[src/rtl/gpio_pkg.sv]
// Shared constants and register index type for the APB GPIO slave.
package gpio_pkg;
   localparam int MAX_NGPIO = 32;

   localparam logic [4:0] DOUT_OFF  = 5'h00;
   localparam logic [4:0] DIR_OFF   = 5'h04;
   localparam logic [4:0] DIN_OFF   = 5'h08;
   localparam logic [4:0] IEN_OFF   = 5'h0C;
   localparam logic [4:0] ITYPE_OFF = 5'h10;
   localparam logic [4:0] IPOL_OFF  = 5'h14;
   localparam logic [4:0] ISTAT_OFF = 5'h18;
   localparam logic [4:0] ID_OFF    = 5'h1C;

   localparam logic [31:0] ID_VALUE = 32'h4750_0000;

   typedef enum logic [2:0] {
      REG_DOUT  = 3'd0,
      REG_DIR   = 3'd1,
      REG_DIN   = 3'd2,
      REG_IEN   = 3'd3,
      REG_ITYPE = 3'd4,
      REG_IPOL  = 3'd5,
      REG_ISTAT = 3'd6,
      REG_ID    = 3'd7
   } reg_idx_e;
endpackage

[src/rtl/gpio_irq_detect.sv]
// Input synchronizer, edge/level evaluation and W1C interrupt status per pin.
module gpio_irq_detect #(
   parameter int NGPIO = 8
) (
   input  logic             pclk,
   input  logic             preset,
   input  logic [NGPIO-1:0] gpio_in,
   input  logic [NGPIO-1:0] itype,
   input  logic [NGPIO-1:0] ipol,
   input  logic [NGPIO-1:0] w1c_mask,
   output logic [NGPIO-1:0] din,
   output logic [NGPIO-1:0] istat
);
   logic [NGPIO-1:0] r_meta, r_sync, r_prev, r_istat;
   logic [NGPIO-1:0] w_rise, w_fall, w_edge, w_level, w_set;

   always_ff @(posedge pclk or posedge preset) begin
      if (preset) begin
         r_meta <= '0;
         r_sync <= '0;
         r_prev <= '0;
      end else begin
         r_meta <= gpio_in;
         r_sync <= r_meta;
         r_prev <= r_sync;
      end
   end

   assign w_rise  = r_sync & ~r_prev;
   assign w_fall  = ~r_sync & r_prev;
   assign w_edge  = (ipol & w_rise) | (~ipol & w_fall);
   assign w_level = ~(r_sync ^ ipol);
   assign w_set   = (itype & w_edge) | (~itype & w_level);

   // Set wins over a simultaneous W1C so no event is lost.
   always_ff @(posedge pclk or posedge preset) begin
      if (preset) r_istat <= '0;
      else        r_istat <= (r_istat & ~w1c_mask) | w_set;
   end

   assign din   = r_sync;
   assign istat = r_istat;
endmodule

[src/rtl/apb_gpio_slave.sv]
// APB3 slave: decode, wait-state counter, GPIO registers, read mux and irq flop.
module apb_gpio_slave
   import gpio_pkg::*;
#(
   parameter int NGPIO       = 8,
   parameter int WAIT_STATES = 0
) (
   input  logic             pclk,
   input  logic             preset,
   input  logic             psel,
   input  logic             penable,
   input  logic             pwrite,
   input  logic [31:0]      paddr,
   input  logic [31:0]      pwdata,
   output logic [31:0]      prdata,
   output logic             pready,
   output logic             irq,
   input  logic [NGPIO-1:0] gpio_in,
   output logic [NGPIO-1:0] gpio_out,
   output logic [NGPIO-1:0] gpio_oe
);
   localparam logic [3:0] WS = 4'(WAIT_STATES);

   logic [3:0]           r_wcnt;
   logic [NGPIO-1:0]     r_dout, r_dir, r_ien, r_itype, r_ipol;
   logic                 r_irq;
   logic                 w_access, w_ready, w_mapped, w_commit;
   reg_idx_e             w_idx;
   logic [NGPIO-1:0]     w_w1c, w_din, w_istat;
   logic [MAX_NGPIO-1:0] w_rdata;
   logic                 w_unused;

   assign w_access = psel & penable & ~preset;
   assign w_ready  = w_access & (r_wcnt == WS);
   assign w_mapped = (paddr[31:5] == 27'd0);
   assign w_idx    = reg_idx_e'(paddr[4:2]);
   assign w_commit = w_ready & pwrite & w_mapped;
   assign w_w1c    = (w_commit && w_idx == REG_ISTAT) ? pwdata[NGPIO-1:0] : '0;
   assign w_unused = ^{pwdata, paddr[1:0]};

   always_ff @(posedge pclk or posedge preset) begin
      if (preset)                        r_wcnt <= '0;
      else if (!psel || w_ready)         r_wcnt <= '0;
      else if (w_access && r_wcnt < WS)  r_wcnt <= r_wcnt + 4'd1;
   end

   always_ff @(posedge pclk or posedge preset) begin
      if (preset) begin
         r_dout  <= '0;
         r_dir   <= '0;
         r_ien   <= '0;
         r_itype <= '0;
         r_ipol  <= '0;
      end else if (w_commit) begin
         case (w_idx)
            REG_DOUT:  r_dout  <= pwdata[NGPIO-1:0];
            REG_DIR:   r_dir   <= pwdata[NGPIO-1:0];
            REG_IEN:   r_ien   <= pwdata[NGPIO-1:0];
            REG_ITYPE: r_itype <= pwdata[NGPIO-1:0];
            REG_IPOL:  r_ipol  <= pwdata[NGPIO-1:0];
            default:   ;
         endcase
      end
   end

   gpio_irq_detect #(.NGPIO(NGPIO)) u_irq (
      .pclk     (pclk),
      .preset   (preset),
      .gpio_in  (gpio_in),
      .itype    (r_itype),
      .ipol     (r_ipol),
      .w1c_mask (w_w1c),
      .din      (w_din),
      .istat    (w_istat)
   );

   always_ff @(posedge pclk or posedge preset) begin
      if (preset) r_irq <= 1'b0;
      else        r_irq <= |(w_istat & r_ien);
   end

   always_comb begin
      w_rdata = '0;
      case (w_idx)
         REG_DOUT:  w_rdata[NGPIO-1:0] = r_dout;
         REG_DIR:   w_rdata[NGPIO-1:0] = r_dir;
         REG_DIN:   w_rdata[NGPIO-1:0] = w_din;
         REG_IEN:   w_rdata[NGPIO-1:0] = r_ien;
         REG_ITYPE: w_rdata[NGPIO-1:0] = r_itype;
         REG_IPOL:  w_rdata[NGPIO-1:0] = r_ipol;
         REG_ISTAT: w_rdata[NGPIO-1:0] = w_istat;
         REG_ID:    w_rdata = ID_VALUE | 32'(NGPIO);
         default:   w_rdata = '0;
      endcase
      if (!w_access || !w_mapped) w_rdata = '0;
   end

   assign prdata   = w_rdata;
   assign pready   = w_ready;
   assign irq      = r_irq;
   assign gpio_out = r_dout;
   assign gpio_oe  = r_dir;
endmodule

[config.mk]
export PLATFORM = sky130hd
export DESIGN_NAME = apb_gpio_slave
export DESIGN_NICKNAME = d
export VERILOG_FILES = /design/src/rtl/gpio_pkg.sv /design/src/rtl/gpio_irq_detect.sv /design/src/rtl/apb_gpio_slave.sv
export SDC_FILE = /design/constraint.sdc
export NUM_CORES = 1
export LEC_CHECK = 0
export CAP_MARGIN = 20
export CORE_MARGIN = 2
export CORE_UTILIZATION = 40
export CTS_CLUSTER_DIAMETER = 150
export DETAILED_ROUTE_END_ITERATION = 10
export PLACE_DENSITY_LB_ADDON = 0.1
export SLEW_MARGIN = 15
export SYNTH_ARGS = -nofsm -noshare
export SYNTH_HDL_FRONTEND = slang
export SYNTH_HIERARCHICAL = 1
export SYNTH_SLANG_ARGS = --single-unit
[constraint.sdc]
create_clock -name pclk -period 2.5 [get_ports pclk]
set_input_delay 0.5 -clock pclk [delete_from_list [all_inputs] [get_ports pclk]]
set_output_delay 0.5 -clock pclk [all_outputs]
set_load 0.1 [all_outputs]
==> reports/qor.txt <==
ROUTE
--------------------------------------------------------------------------------------
Average routed wire per standard cell ...................................      17.3 um
Total length of routed wires ............................................      9290 um
Initial DRC Count .......................................................          116
Routed via count divided by cell count ..................................         5.16
Detailed-route via count ................................................        2,774
Antenna Violating Nets Remaining ........................................            0
Initial DRT Pass Iterations .............................................            6
Remaining DRCs ..........................................................            0

LOGIC SYNTHESIS
--------------------------------------------------------------------------------------
Share of the yosys chip area belonging to registers .....................        0.509
Yosys cell types ........................................................           39
Syn avg cell area .......................................................    11.9 um^2
Summed instance area of the synthesized netlist .........................    3590 um^2
Number of standard cells after synthesis ................................          301
Synthesis-stage register bit count ......................................           73
Total number of yosys warnings ..........................................            6

GLOBAL ROUTING
--------------------------------------------------------------------------------------
Via count of the first global-routing pass ..............................        2,850
Congestion Overflow GR ..................................................            0
Largest net degree at the start of global routing .......................           42
Number of antenna violations at the first check in global routing .......            0
Global-route wire length before repair ..................................    15,000 um
All-Layer GR Usage ......................................................        0.200

POWER AND IR DROP
--------------------------------------------------------------------------------------
Power density over the cells ............................................  510 nW/um^2
Flop pwr share ..........................................................        0.447
Switching part of the total .............................................        0.259
Part of the total power dissipated in combinational logic ...............        0.135
Static leakage ..........................................................      2.43 nW
Internal cell power .....................................................    0.00201 W
Portion of total power attributed to the clock network ..................        0.417
Maximum resistive drop on vdd ...........................................     0.323 mV
Net switching power .....................................................   0.000702 W

CLOCK TREE
--------------------------------------------------------------------------------------
Hold-fix buffers, CTS ...................................................            0
TritonCTS clock tree ....................................................        built
Clock slew at the register clock pins of the worst setup and hold paths .      0.08 ns
Clock latency reported for the late side of the worst-skew pair .........      0.34 ns
Root buf cell ...........................................................     clkbuf_8
Count of H-tree levels built during CTS .................................            3
Total clock sinks .......................................................           73
Maximum buffer depth of the clock tree ..................................            2
Total clock buffers created by CTS ......................................            9

CELLS AND AREA
--------------------------------------------------------------------------------------
Most used cells in the layout excluding fill and tap cells .............. 73 x dfrtp_1, 60 x buf_4, 41 x mux2_2
Commonest non-fill, non-tap cell in the layout ..........................      dfrtp_1
Finished Cell Area ......................................................    5310 um^2
Fraction of layout cells with a size suffix above 1 .....................        0.433
Fill count ..............................................................          723
Antenna diode instance count ............................................            0
Final Net Count .........................................................          502
Share of the core filled with cells .....................................        0.609
Layout-stage area growth over the synthesis result ......................        48.0%
Final cell count without fillers ........................................          538

WORST SETUP PATH
--------------------------------------------------------------------------------------
Arrival time at the worst endpoint ......................................      2.07 ns
Worst reg-to-reg setup slack ............................................      1.47 ns
Type of the worst setup path ............................................       in2out
Critical path startpoint category .......................................    input pin
Capturing element type of the critical path .............................  output port
Maximum fanout along the worst path .....................................            7
Required time worst endpoint ............................................      2.00 ns

PLACED DESIGN
--------------------------------------------------------------------------------------
Number of buffers inserted by port buffering ............................           82
Cell count after placement ..............................................          517
Gpl congestion ..........................................................        0.827
Post-detailed-placement cell area .......................................    5010 um^2
HPWL reported at the end of detailed placement ..........................      6560 um

STATUS
--------------------------------------------------------------------------------------
Run status .............................................................. complete, but fails checks
Violations in the final reports ......................................... negative setup slack

FLOORPLAN
--------------------------------------------------------------------------------------
Floorplan die height ....................................................      98.7 um
Width of the chip .......................................................      98.7 um
Total Die Area ..........................................................    9740 um^2
Core area ...............................................................    8720 um^2
Initial standard-cell utilization of the core ...........................        0.411
Std cell rows ...........................................................           34
I/O pin total ...........................................................          127

STA
--------------------------------------------------------------------------------------
Setup TNS ...............................................................    -0.465 ns
Hold slack final ........................................................     0.352 ns
Part of the cycle the worst path needs ..................................         1.03
Setup repair after global routing missed its margin .....................         true
# setup viols final .....................................................           11
Clock skew after layout .................................................   0.00529 ns
Worst slew slack as a fraction of its limit .............................        0.622
Fin. max-slew vios ......................................................            0
Final number of hold-violating endpoints ................................            0
PnR worst setup slack ...................................................   -0.0672 ns
Top achievable clock speed ..............................................      390 MHz
Measured slew at the worst slew-check pin ...............................     0.568 ns
Shortest clock period the worst path allows after layout ................      2.57 ns

FLOW RUN
--------------------------------------------------------------------------------------
Maximum capacitance violations ..........................................            0

WORST HOLD PATH
--------------------------------------------------------------------------------------
HP Class ................................................................      reg2reg

## registers in the layout, indices dropped and copies added, names as in the netlist
register	count
gpio_oe	8
gpio_out	8
r_ien	8
r_ipol	8
r_itype	8
u_irq/din	8
u_irq/istat	8
u_irq/r_meta	8
u_irq/r_prev	8
irq	1
## worst max-delay path, stage by stage
cell	delay, ns
buf_6	0.09
nor4_4	0.25
buf_4	0.16
nand4_4	0.10
or2_4	0.25
buf_12	0.16
buf_6	0.12
nor2_4	0.11
buf_12	0.15
buf_12	0.17
## metrics by stage
stage | setup slack, ns | power [W]
after global placement | -0.454 | 0.00160
after detailed placement | -0.482 | 0.00161
final | -0.0672 | 0.00271
after global routing | -0.118 | 0.00282
after floorplan | -0.915 | 0.00148
after CTS | -0.128 | 0.00273
## cells by family (layout without fill, tap and decap cells)
family,count (synthesis),in the layout,share of synthesized area
compound gates,48,48,0.104
buf+inv,39,151,0.0656
flops,73,73,0.509
mux,54,54,0.165
other cells,1,18,0.00105
simple gates,86,86,0.156
## worst paths after layout
| path | startpoint | end | cells after the start |
|---|---|---|---|
| min in group asynchronous | preset | u_irq/istat[6] | 4 |
| max reg2reg | u_irq/din[4] | u_irq/istat[4] | 2 |
| min | u_irq/r_meta[2] | u_irq/din[2] | 0 |
| min reg2reg | u_irq/r_meta[2] | u_irq/din[2] | 0 |
| max in group asynchronous | preset | gpio_out[2] | 4 |
| max | paddr[23] | prdata[22] | 10 |
## power groups by stage
stage	clock network (W)	registers [W]	logic, W
global placement	0	0.00123	0.000369
finish	0.00113	0.00121	0.000367
detailed placement	0	0.00123	0.000371
floorplan	0	0.00123	0.000248
CTS	0.00116	0.00121	0.000367
global route	0.00121	0.00121	0.000390
## layout make-up
| cell class | instances | area (um^2) | share of cell area |
|---|---|---|---|
| clock buffer | 11 | 141 | 0.0266 |
| clock inverter | 5 | 103 | 0.0193 |
| inverter | 6 | 22.5 | 0.00424 |
| multi-input combinational | 206 | 1830 | 0.344 |
| sequential | 73 | 1830 | 0.344 |
| tap | 108 | 135 | 0.0254 |
| timing repair buffer | 129 | 1260 | 0.237 |
## cell usage after synthesis
cell / number / area [um^2]
nand2b_1: 9 / 56.3
or2_2: 2 / 12.5
or3_1: 1 / 6.26
or2_1: 1 / 6.26
buf_2: 2 / 10.0
and2_1: 8 / 50.1
nand2_1: 2 / 7.51
a2111oi_0: 2 / 17.5
a22o_1: 2 / 17.5
clkinv_1: 1 / 3.75
o22ai_1: 1 / 6.26
nor3_1: 2 / 10.0
dfrtp_1: 73 / 1830
a21boi_1: 8 / 60.1
a2111oi_1: 4 / 40.0
a211oi_1: 3 / 22.5
clkbuf_1: 6 / 22.5
nor4_4: 3 / 63.8
a221o_1: 8 / 80.1
nor3b_1: 2 / 15.0
nor4b_4: 2 / 47.6
a22oi_1: 4 / 30.0
conb_1: 1 / 3.75
nor2b_1: 12 / 75.1
and3b_1: 1 / 8.76
nand4_2: 2 / 25.0
inv_1: 5 / 18.8
buf_4: 23 / 173
a2bb2oi_1: 4 / 35.0
mux2i_1: 13 / 130
nand4_1: 1 / 6.26
nor2_1: 28 / 105
nand3b_1: 2 / 15.0
nor4_1: 6 / 37.5
mux2_2: 41 / 462
a21oi_1: 11 / 55.1
nand3_1: 2 / 10.0
o21bai_1: 1 / 7.51
buf_1: 2 / 7.51
## what timing repair did
action                     in CTS  in global routing
pin swaps                      15                 10
setup buffers                   5                  0
resized for setup              98                 18
setup endpoints to repair      14                 14
## per-layer routing
metal / global-route usage / vias to the layer above / routed length (um)
li1: - / 1294 / -
met1: 0.266 / 1364 / 4180
met2: 0.331 / 106 / 4480
met3: 0.0376 / 10 / 511
met4: 0.0632 / 0 / 114
met5: 0 / - / 0
(Power assumes the default switching activity.)
